File: config.mk
export PLATFORM = sky130hd
export DESIGN_NAME = bank_cmd_scheduler
export DESIGN_NICKNAME = d
export VERILOG_FILES = /design/src/rtl/bank_cmd_scheduler.sv
export SDC_FILE = /design/constraint.sdc
export NUM_CORES = 1
export LEC_CHECK = 0
export ABC_AREA = 1
export CAP_MARGIN = 20
export CORE_MARGIN = 2
export CORE_UTILIZATION = 25
export DETAILED_ROUTE_END_ITERATION = 6
export PLACE_DENSITY_LB_ADDON = 0.15
export SLEW_MARGIN = 10
export SYNTH_ARGS = -nofsm -noshare
export SYNTH_HDL_FRONTEND = slang
export SYNTH_SLANG_ARGS = --single-unit
File: constraint.sdc
create_clock -name clk_in -period 5.8 [get_ports clk_in]
set_input_delay 1.74 -clock clk_in [delete_from_list [all_inputs] [get_ports clk_in]]
set_output_delay 1.74 -clock clk_in [all_outputs]
set_load 0.01 [all_outputs]
File: src/rtl/bank_cmd_scheduler.sv
// bank_cmd_scheduler
//   Turns one decoded memory request at a time into a DDR4 command stream
//   (PRECHARGE / ACTIVATE / READ / WRITE). The scheduler keeps an open-page
//   table per bank and enforces precharge, activation and column-to-column
//   spacing.
//
// Ports
//   clk_in          clock, rising edge
//   rst_in          asynchronous active-high reset
//   req_valid_in    request present
//   req_ready_out   scheduler can accept a request (high only in IDLE)
//   req_bg_in       request bank group
//   req_ba_in       request bank
//   req_row_in      request row
//   req_col_in      request column
//   req_write_in    1 = write, 0 = read
//   cmd_valid_out   a command is presented on cmd_* this cycle
//   cmd_out         0 READ, 1 WRITE, 2 ACTIVATE, 3 PRECHARGE
//   bg_out, ba_out  command bank group / bank
//   row_out         row, meaningful for ACTIVATE
//   col_out         column, meaningful for READ/WRITE
//   row_hit_out     pulses with a column command whose request hit an open row
//
// State table
//   state       | meaning
//   S_IDLE      | ready for a request
//   S_DECIDE    | classify latched request against the bank table
//   S_PRE       | issue PRECHARGE, close the bank
//   S_PRE_WAIT  | wait out precharge latency
//   S_ACT       | issue ACTIVATE, open the requested row
//   S_ACT_WAIT  | wait out activation latency
//   S_COL       | issue READ/WRITE once the column gap has elapsed

module bank_cmd_scheduler #(
    parameter int ACTIVATION_LATENCY = 8,
    parameter int PRECHARGE_LATENCY  = 5,
    parameter int BURST_CYCLES       = 4,
    parameter int BANK_GROUPS        = 8,
    parameter int BANKS_PER_GROUP    = 8,
    parameter int ROW_BITS           = 8,
    parameter int COL_BITS           = 4
) (
    input  logic                               clk_in,
    input  logic                               rst_in,
    input  logic                               req_valid_in,
    output logic                               req_ready_out,
    input  logic [$clog2(BANK_GROUPS)-1:0]     req_bg_in,
    input  logic [$clog2(BANKS_PER_GROUP)-1:0] req_ba_in,
    input  logic [ROW_BITS-1:0]                req_row_in,
    input  logic [COL_BITS-1:0]                req_col_in,
    input  logic                               req_write_in,
    output logic                               cmd_valid_out,
    output logic [2:0]                         cmd_out,
    output logic [$clog2(BANK_GROUPS)-1:0]     bg_out,
    output logic [$clog2(BANKS_PER_GROUP)-1:0] ba_out,
    output logic [ROW_BITS-1:0]                row_out,
    output logic [COL_BITS-1:0]                col_out,
    output logic                               row_hit_out
);

    localparam int BG_W      = $clog2(BANK_GROUPS);
    localparam int BA_W      = $clog2(BANKS_PER_GROUP);
    localparam int IDX_W     = BG_W + BA_W;
    localparam int NUM_BANKS = BANK_GROUPS * BANKS_PER_GROUP;
    localparam int WAIT_MAX  = (ACTIVATION_LATENCY > PRECHARGE_LATENCY) ?
                               ACTIVATION_LATENCY : PRECHARGE_LATENCY;
    localparam int WAIT_W    = $clog2(WAIT_MAX + 1);
    localparam int GAP_W     = $clog2(BURST_CYCLES + 1);

    localparam logic [2:0] CMD_READ  = 3'd0;
    localparam logic [2:0] CMD_WRITE = 3'd1;
    localparam logic [2:0] CMD_ACT   = 3'd2;
    localparam logic [2:0] CMD_PRE   = 3'd3;

    typedef enum logic [2:0] {
        S_IDLE,
        S_DECIDE,
        S_PRE,
        S_PRE_WAIT,
        S_ACT,
        S_ACT_WAIT,
        S_COL
    } state_t;

    state_t              state, state_next;
    logic [WAIT_W-1:0]   wait_cnt, wait_next;
    logic [GAP_W-1:0]    gap_cnt;

    logic [BG_W-1:0]     lat_bg;
    logic [BA_W-1:0]     lat_ba;
    logic [ROW_BITS-1:0] lat_row;
    logic [COL_BITS-1:0] lat_col;
    logic                lat_write;
    logic                lat_hit, hit_next;

    logic [NUM_BANKS-1:0] open_bits;
    logic [ROW_BITS-1:0]  open_row [NUM_BANKS];

    logic [IDX_W-1:0]    idx;
    logic                accept;
    logic                issue;
    logic                col_issue;
    logic [2:0]          issue_cmd;
    logic                set_open;
    logic                clr_open;

    assign idx           = {lat_bg, lat_ba};
    assign req_ready_out = (state == S_IDLE);

    always_comb begin
        state_next = state;
        wait_next  = wait_cnt;
        hit_next   = lat_hit;
        accept     = 1'b0;
        issue      = 1'b0;
        col_issue  = 1'b0;
        issue_cmd  = CMD_READ;
        set_open   = 1'b0;
        clr_open   = 1'b0;
        case (state)
            S_IDLE: begin
                if (req_valid_in) begin
                    accept     = 1'b1;
                    state_next = S_DECIDE;
                end
            end
            S_DECIDE: begin
                hit_next = 1'b0;
                if (open_bits[idx] && (open_row[idx] == lat_row)) begin
                    hit_next   = 1'b1;
                    state_next = S_COL;
                end else if (open_bits[idx]) begin
                    state_next = S_PRE;
                end else begin
                    state_next = S_ACT;
                end
            end
            S_PRE: begin
                issue     = 1'b1;
                issue_cmd = CMD_PRE;
                clr_open  = 1'b1;
                wait_next = WAIT_W'(PRECHARGE_LATENCY - 1);
                // A one-cycle latency leaves nothing to wait for.
                if (PRECHARGE_LATENCY > 1) state_next = S_PRE_WAIT;
                else                       state_next = S_ACT;
            end
            S_PRE_WAIT: begin
                wait_next = wait_cnt - WAIT_W'(1);
                if (wait_cnt <= WAIT_W'(1)) state_next = S_ACT;
            end
            S_ACT: begin
                issue     = 1'b1;
                issue_cmd = CMD_ACT;
                set_open  = 1'b1;
                wait_next = WAIT_W'(ACTIVATION_LATENCY - 1);
                if (ACTIVATION_LATENCY > 1) state_next = S_ACT_WAIT;
                else                        state_next = S_COL;
            end
            S_ACT_WAIT: begin
                wait_next = wait_cnt - WAIT_W'(1);
                if (wait_cnt <= WAIT_W'(1)) state_next = S_COL;
            end
            S_COL: begin
                if (gap_cnt == '0) begin
                    issue      = 1'b1;
                    col_issue  = 1'b1;
                    issue_cmd  = lat_write ? CMD_WRITE : CMD_READ;
                    state_next = S_IDLE;
                end
            end
            default: state_next = S_IDLE;
        endcase
    end

    always_ff @(posedge clk_in or posedge rst_in) begin
        if (rst_in) begin
            state         <= S_IDLE;
            wait_cnt      <= '0;
            gap_cnt       <= '0;
            lat_bg        <= '0;
            lat_ba        <= '0;
            lat_row       <= '0;
            lat_col       <= '0;
            lat_write     <= 1'b0;
            lat_hit       <= 1'b0;
            open_bits     <= '0;
            cmd_valid_out <= 1'b0;
            cmd_out       <= '0;
            bg_out        <= '0;
            ba_out        <= '0;
            row_out       <= '0;
            col_out       <= '0;
            row_hit_out   <= 1'b0;
        end else begin
            state    <= state_next;
            wait_cnt <= wait_next;
            lat_hit  <= hit_next;

            if (accept) begin
                lat_bg    <= req_bg_in;
                lat_ba    <= req_ba_in;
                lat_row   <= req_row_in;
                lat_col   <= req_col_in;
                lat_write <= req_write_in;
            end

            // Gap counter runs independently of the FSM so spacing carries
            // over from one request to the next.
            if (col_issue)           gap_cnt <= GAP_W'(BURST_CYCLES - 1);
            else if (gap_cnt != '0)  gap_cnt <= gap_cnt - GAP_W'(1);

            if (clr_open) open_bits[idx] <= 1'b0;
            if (set_open) open_bits[idx] <= 1'b1;

            cmd_valid_out <= issue;
            row_hit_out   <= col_issue & lat_hit;
            if (issue) begin
                cmd_out <= issue_cmd;
                bg_out  <= lat_bg;
                ba_out  <= lat_ba;
            end
            if (set_open)  row_out <= lat_row;
            if (col_issue) col_out <= lat_col;
        end
    end

    // Row fields survive precharge and reset; only the open bit decides hits.
    always_ff @(posedge clk_in) begin
        if (set_open) open_row[idx] <= lat_row;
    end

endmodule
==> reports/metrics.yaml, run 1 <==
run_status:
  outcome: "finished, final reports clean"
placed_design:
  hpwl_um: 45540
  dp_cells: 3859
  port_buffers: 44
  gp_congestion: 0.7885
  placed_area_um2: 28680
worst_setup_path:
  cpMostUsedCell: "nand2_1"
  cp-start-kind: "flop"
  crit_end: "state[2]"
  critPathArrivalTime_ns: 4.35
  critPathTopFamily: "buffers and inverters"
  path_class: "flop to flop"
  r2r_start: "lat_ba[0]"
  timing.rr.end: "state[2]"
  required_ns: 6.31
  crit_chain: "inv_4 -> buf_4 -> nand2_1 -> inv_1 -> nand2_1 -> nand4_1 -> o21ai_0 -> nand2_1 -> nor2_1 -> nand2_1 -> nand2_1 -> nand2_1 -> nand2_1 -> nand2_1 -> nand2_1"
  slowest_delay_ns: 0.78
  cp-end-kind: "flop"
  cp_max_fo: 43
  critical_path_buf_inv_count: 3
  reg2regPathDepth: 15
  path_depth: 15
  critPathLaunch: "lat_ba[0]"
  rrSetupSlack_ns: 1.96
  slowest_stage: "inv_1"
clock_tree:
  clock_path_buffers: 3
  ctsResizeCount: 0
  tritoncts: "built"
  hold_buffers: 0
  cts_root_buffer: "clkbuf_16"
  numCtsBuffers: 74
  clk_pin_slew_ns: 0.06
  clk_latency_ns: 0.63
  htree_levels: 3
  clock_sink_count: 628
  postCtsSetupBuffers: 0
logic_synthesis:
  yosysTopAreaCellShare_pct: 57.54
  synth_flop_cell: "edfxtp_1"
  synth_area_um2: 26720
  synth-edff-count: 512
  ys_top_cells_by_area: "edfxtp_1, dfrtp_1, nand2_1"
  async_flop_share_pct: 18.47
  synth_seq_cells: 628
  yosys.area.top_type: "edfxtp_1"
  syn_avg_cell_area_um2: 10.60
  synth_cell_types: 34
  yosysSeqAreaShare_pct: 68.41
  syn_nets: 2547
  ys_warn_count: 0
  netlist_instances: 2521
grt:
  overflow: 0
  grt_max_degree: 136
  grt_pass1_wl_um: 115800
  antenna_found_initial: 1
  grt_usage_pct: 14.22
  grt_pass1_vias: 17700
routing:
  vias: 17550
  drt_wl_total_um: 76930
  drc: 0
  postRouteAntennaNets: 0
  drt-initial-drc-count: 1200
  dr.pass1.iters: 6
  routed_via_density: 4.394
  wl_per_cell_um: 19.26
floorplan:
  num_io_pins: 46
  die-area_um2: 109500
  design.core.area_um2: 105700
  initial_utilization_pct: 25.28
  die-height_um: 330.9
  die_x_um: 330.9
  rows: 119
final_layout:
  final_cells: 3994
  design_area_um2: 31120
  seq_area_um2: 18290
  drive_gt1_share_pct: 9.262
  fillers: 10960
  area_delta_synth_final_pct: 16.47
  fin_nets: 2570
  multi_input_area_um2: 6744
pwr:
  power_leakage_uw: 0.01215
  power_density_nw_per_um2: 500.0
  max-vdd-ir-drop_v: 0.0002633
  p_total_uw: 15560
sta:
  hold_viol_final: 0
  skew_ns: 0.03175
  setup_violations: 0
  fin_crit_sh_pct: 66.13
  grt_setup_unrepaired: "false"
  max_freq_ghz: 0.2607
  slew-limit-headroom_pct: 24.59
  worst_pin_slew_ns: 1.127
  hold_ws_ns: 0.4642
  min_period_ns: 3.835
  drv_slew: 0
  setup_tns_ns: 0
job:
  max_cap_viol_count: 0
hold_path:
  hold_path_class: "flop to flop"
==> synth_stat cells (2+ instances only) <==
master     count
inv_2          8
nor2_1       231
nor3_2         5
inv_1        297
or2_0          4
edfxtp_1     512
o21ai_1       41
o211ai_1      88
dfrtp_1      116
buf_6          2
a21oi_1       30
clkbuf_1      57
nor3_1         7
a22o_1         2
or2_2         71
a221oi_1       3
a22oi_1        5
nand2_1      598
buf_2         66
ha_1           4
o22ai_1        2
nand3_1      132
o21ai_0      219
buf_4          4
nand4_1        7
o2111ai_1      2
==> routing by layer <==
layer	GRT usage (%)	up-vias	routed length (um)
li1	-	8467	-
met5	0	-	0
met1	19.67	8601	36200
met2	22.43	376	34860
met4	5.112	0	2345
met3	2.372	106	3517
==> kinds of logic (layout without fill, tap and decap cells) <==
kind of cell | after synthesis | after routing | synth area share, %
AO/OA/AOI/OAI | 397 | 397 | 8.481
adder cells (fa/ha/maj) | 4 | 4 | 0.1873
buffers and inverters | 435 | 516 | 6.532
flip-flops | 628 | 628 | 68.41
other | 1 | 2 | 0.01403
AND/OR/NAND/NOR | 1056 | 1056 | 16.38
==> where the power goes <==
part / switching [uW] / internal [uW] / total (uW)
Combinational: 3510 / 1210 / 4730
Clock: 1880 / 2830 / 4710
Sequential: 366 / 5760 / 6130
==> how the worst min path moves through the flow <==
| stage | slack (ns) | from | to | cells past startpoint |
|---|---|---|---|---|
| after floorplan | 0.43 | wait_cnt[3] | wait_cnt[3] | 1 |
| after global placement | 0.45 | wait_cnt[3] | wait_cnt[3] | 1 |
| after detailed placement | 0.45 | wait_cnt[3] | wait_cnt[3] | 1 |
| after CTS | 0.46 | wait_cnt[3] | wait_cnt[3] | 1 |
| after global routing | 0.48 | wait_cnt[3] | wait_cnt[3] | 1 |
| final | 0.46 | wait_cnt[3] | wait_cnt[3] | 1 |
==> per-stage QoR <==
step           util (%)  setup WS [ns]
3_5_place_dp      27.13          1.908
2_1_floorplan         -         0.9876
3_3_place_gp      27.13          1.776
6_report          29.44          1.965
4_1_cts           29.44          1.875
5_1_grt           29.44          1.633
==> cells in the final DEF (no fill, tap or decap), types with 4 or more instances in the layout <==
master / count
a21oi_1: 30
a22oi_1: 5
buf_12: 5
buf_4: 28
bufinv_16: 8
clkbuf_1: 10
clkbuf_16: 76
clkbuf_8: 7
clkdlybuf4s50_1: 44
clkinv_1: 20
clkinv_2: 8
dfrtp_1: 107
dfrtp_2: 8
edfxtp_1: 512
ha_1: 4
inv_1: 295
inv_2: 7
nand2_1: 597
nand3_1: 132
nand4_1: 7
nor2_1: 227
nor3_2: 9
o211ai_1: 88
o21ai_0: 219
o21ai_1: 41
or2_0: 4
or2_2: 71
==> worst register-to-register path: cells and delay by family, from the launching register on <==
family,cells,cell delay (ns)
and+or+nand+nor,11,1.17
AOI/OAI and AO/OA,1,0.13
DFF,1,0.67
buffers and inverters,3,1.77
==> registers in the layout, summed over array words and instances (netlist names), 4 cells and up <==
| register | cells |
|---|---|
| col_out | 4 |
| open_row | 512 |
| lat_col | 4 |
| wait_cnt | 4 |
| open_bits | 64 |
| lat_row | 8 |
| row_out | 8 |
==> final cells by class <==
| type | instances | area share (%) |
|---|---|---|
| flip-flops and latches | 628 | 58.77 |
| multi-input cells | 1458 | 21.67 |
| clock buffers | 93 | 6.541 |
| well taps | 1391 | 5.592 |
| inverters | 305 | 3.703 |
| repair buffers | 77 | 2.412 |
| clock inverters | 41 | 1.299 |
| diodes | 1 | 0.008041 |
(Power assumes the default switching activity.)
==> run 2, diff against run 1 <==
==> constraint.sdc (replaced) <==
create_clock -name clk_in -period 3.9 [get_ports clk_in]
set_input_delay 1.17 -clock clk_in [delete_from_list [all_inputs] [get_ports clk_in]]
set_output_delay 1.17 -clock clk_in [all_outputs]
set_load 0.01 [all_outputs]
==> run 2 against run 1 <==
Net effect:
- sequential share of layout area decreased by 1.1 points
- count of clock-buffer cells in the layout rose by 16
- critical path depth rose by 4
- non-clock buffer count up 80
- fmax grew 17%
- via count is 2.1% higher
- total power rose by 49%
- flip-flop and latch count stayed put
- worst hold slack improved by 0.0088 ns
- die area is the same
- first-iteration DRC count is 2.8% higher
- global-route usage grew 0.26 points
- largest power group unchanged
==> reports/metrics.yaml, run 2 (synthesized netlist as in run 1, its figures left out) <==
floorplan:
  design.core.area_um2: 105700
  rows: 119
  die-area_um2: 109500
  initial_utilization_pct: 25.28
  die-height_um: 330.9
  num_io_pins: 46
  die_x_um: 330.9
sta:
  max_freq_ghz: 0.3042
  setup_violations: 0
  hold_viol_final: 0
  worst_pin_slew_ns: 0.9730
  fin_crit_sh_pct: 84.28
  min_period_ns: 3.287
  skew_ns: 0.01781
  slew-limit-headroom_pct: 34.98
  grt_setup_unrepaired: "false"
  drv_slew: 0
  setup_tns_ns: 0
final_layout:
  drive_gt1_share_pct: 11.88
  reg.largest.list: "open_row x512, open_bits x64"
  largest_register: "open_row"
  area_delta_synth_final_pct: 18.71
  largest_register_ffs: 512
  final_common_cell: "nand2_1"
  final_cell_mix: "nand2_1, edfxtp_1, inv_1, nor2_1, o21ai_0"
  fin_nets: 2651
worst_setup_path:
  cp-end-kind: "flop"
  critPathArrivalTime_ns: 3.84
  slowest_stage: "nor2_1"
  slowest_delay_ns: 0.56
  cpMostUsedCell: "nand2_1"
  required_ns: 4.46
  cp_max_fo: 105
  crit_chain: "buf_12 -> buf_4 -> nor2_1 -> nor2_1 -> o21ai_0 -> nand2_1 -> o21ai_1 -> nand2_1 -> nor2_1 -> nand3_1 -> nand2_1 -> nand2_1 -> nor2_1 -> nand2_1 -> nand2_1 -> nand2_1 -> nand2_1 -> nand2_1 -> nand2_1"
  path_class: "flop to flop"
  cp-start-kind: "flop"
pwr:
  p_total_uw: 23220
  power_frac_clock_pct: 29.1
  power_frac_seq_pct: 38.6
  power_leakage_uw: 0.01255
  power_density_nw_per_um2: 732.2
  max-vdd-ir-drop_v: 0.0005324
  power_switching_uw: 8687
  switching_share_pct: 37.40
  power_frac_comb_pct: 32.2
  p_int_uw: 14540
clock_tree:
  clk_pin_slew_ns: 0.06
  cts_root_buffer: "clkbuf_16"
  clk_latency_ns: 0.62
  htree_levels: 3
  hold_buffers: 0
  numCtsBuffers: 75
  tritoncts: "built"
  clock_sink_count: 628
  ctsResizeCount: 0
  clock_path_buffers: 3
  postCtsSetupBuffers: 0
routing:
  dr.pass1.iters: 5
  drt-initial-drc-count: 1233
  drc: 0
  routed_via_density: 4.392
  vias: 17920
  postRouteAntennaNets: 0
  drt_wl_total_um: 78720
  wl_per_cell_um: 19.30
grt:
  grt_max_degree: 142
  grt_pass1_vias: 17880
  overflow: 0
  grt_usage_pct: 14.47
  grt_pass1_wl_um: 118200
  antenna_found_initial: 1
run_status:
  outcome: "finished, final reports clean"
placed_design:
  gp_congestion: 0.7859
  hpwl_um: 47240
  port_buffers: 44
job:
  max_cap_viol_count: 0
hold_path:
  hold_path_class: "flop to flop"
-- run 2: worst max-delay path: cells and delay by family, from the launching register on --
| kind | cells | cell delay, ns |
|---|---|---|
| AO/OA/AOI/OAI | 2 | 0.37 |
| buffers and inverters | 2 | 0.50 |
| flip-flops | 1 | 0.53 |
| AND/OR/NAND/NOR | 15 | 1.71 |
-- run 2: metrics by stage --
stage / utilization (%) / std cells / hold slack (ns) / cell area (um2) / worst slack [ns]
final: 30.00 / 4079 / 0.4730 / 31720 / 0.6132
after global routing: 30.00 / 4077 / 0.4960 / 31710 / 0.4073
after CTS: 30.00 / 4077 / 0.4719 / 31710 / 0.6826
after detailed placement: 27.77 / 3939 / 0.4630 / 29350 / 0.7007
after global placement: 27.77 / 3939 / 0.4577 / 29350 / 0.6194
after floorplan: - / 2521 / 0.4332 / 26720 / 1.317
-- run 2: power by group through the flow --
stage                     logic [uW]  clock network [uW]  registers [uW]
final                           7490                6770            8970
after CTS                       7650                6970            8970
after global placement          7620                   0            9090
after floorplan                 3980                   0            9310
after global routing            8340                7220            9030
after detailed placement        7620                   0            9100
-- run 2: area by class of cell --
class                   count  area (um2)
diodes                      2       5.005
clock buffers             109        2138
clock inverters            29       221.5
fillers                 10900       74000
inverters                 305        1154
multi-input cells        1458        6741
flip-flops and latches    628       18290
well taps                1391        1740
repair buffers            157        1426
-- run 2: path summary, 6_finish.rpt --
path	cells past startpoint	end	slack [ns]	from
min	1	wait_cnt[3]	0.47	wait_cnt[3]
min in group asynchronous	2	gap_cnt[1]	0.84	rst_in
max	19	state[2]	0.61	lat_ba[0]
min reg2reg	1	wait_cnt[3]	0.47	wait_cnt[3]
max reg2reg	19	state[2]	0.61	lat_ba[0]
max in group asynchronous	3	open_bits[51]	2.44	rst_in
-- run 2: per-layer routing --
| layer | routed length [um] | share of wire, % | track usage, % | vias to the layer above |
|---|---|---|---|---|
| met5 | 0 | 0 | 0 | - |
| met4 | 1740 | 2.2 | 4.054 | 0 |
| met3 | 3172 | 4.0 | 2.102 | 89 |
| met2 | 35620 | 45 | 23.00 | 378 |
| met1 | 38190 | 49 | 20.53 | 8798 |
| li1 | - | - | - | 8650 |
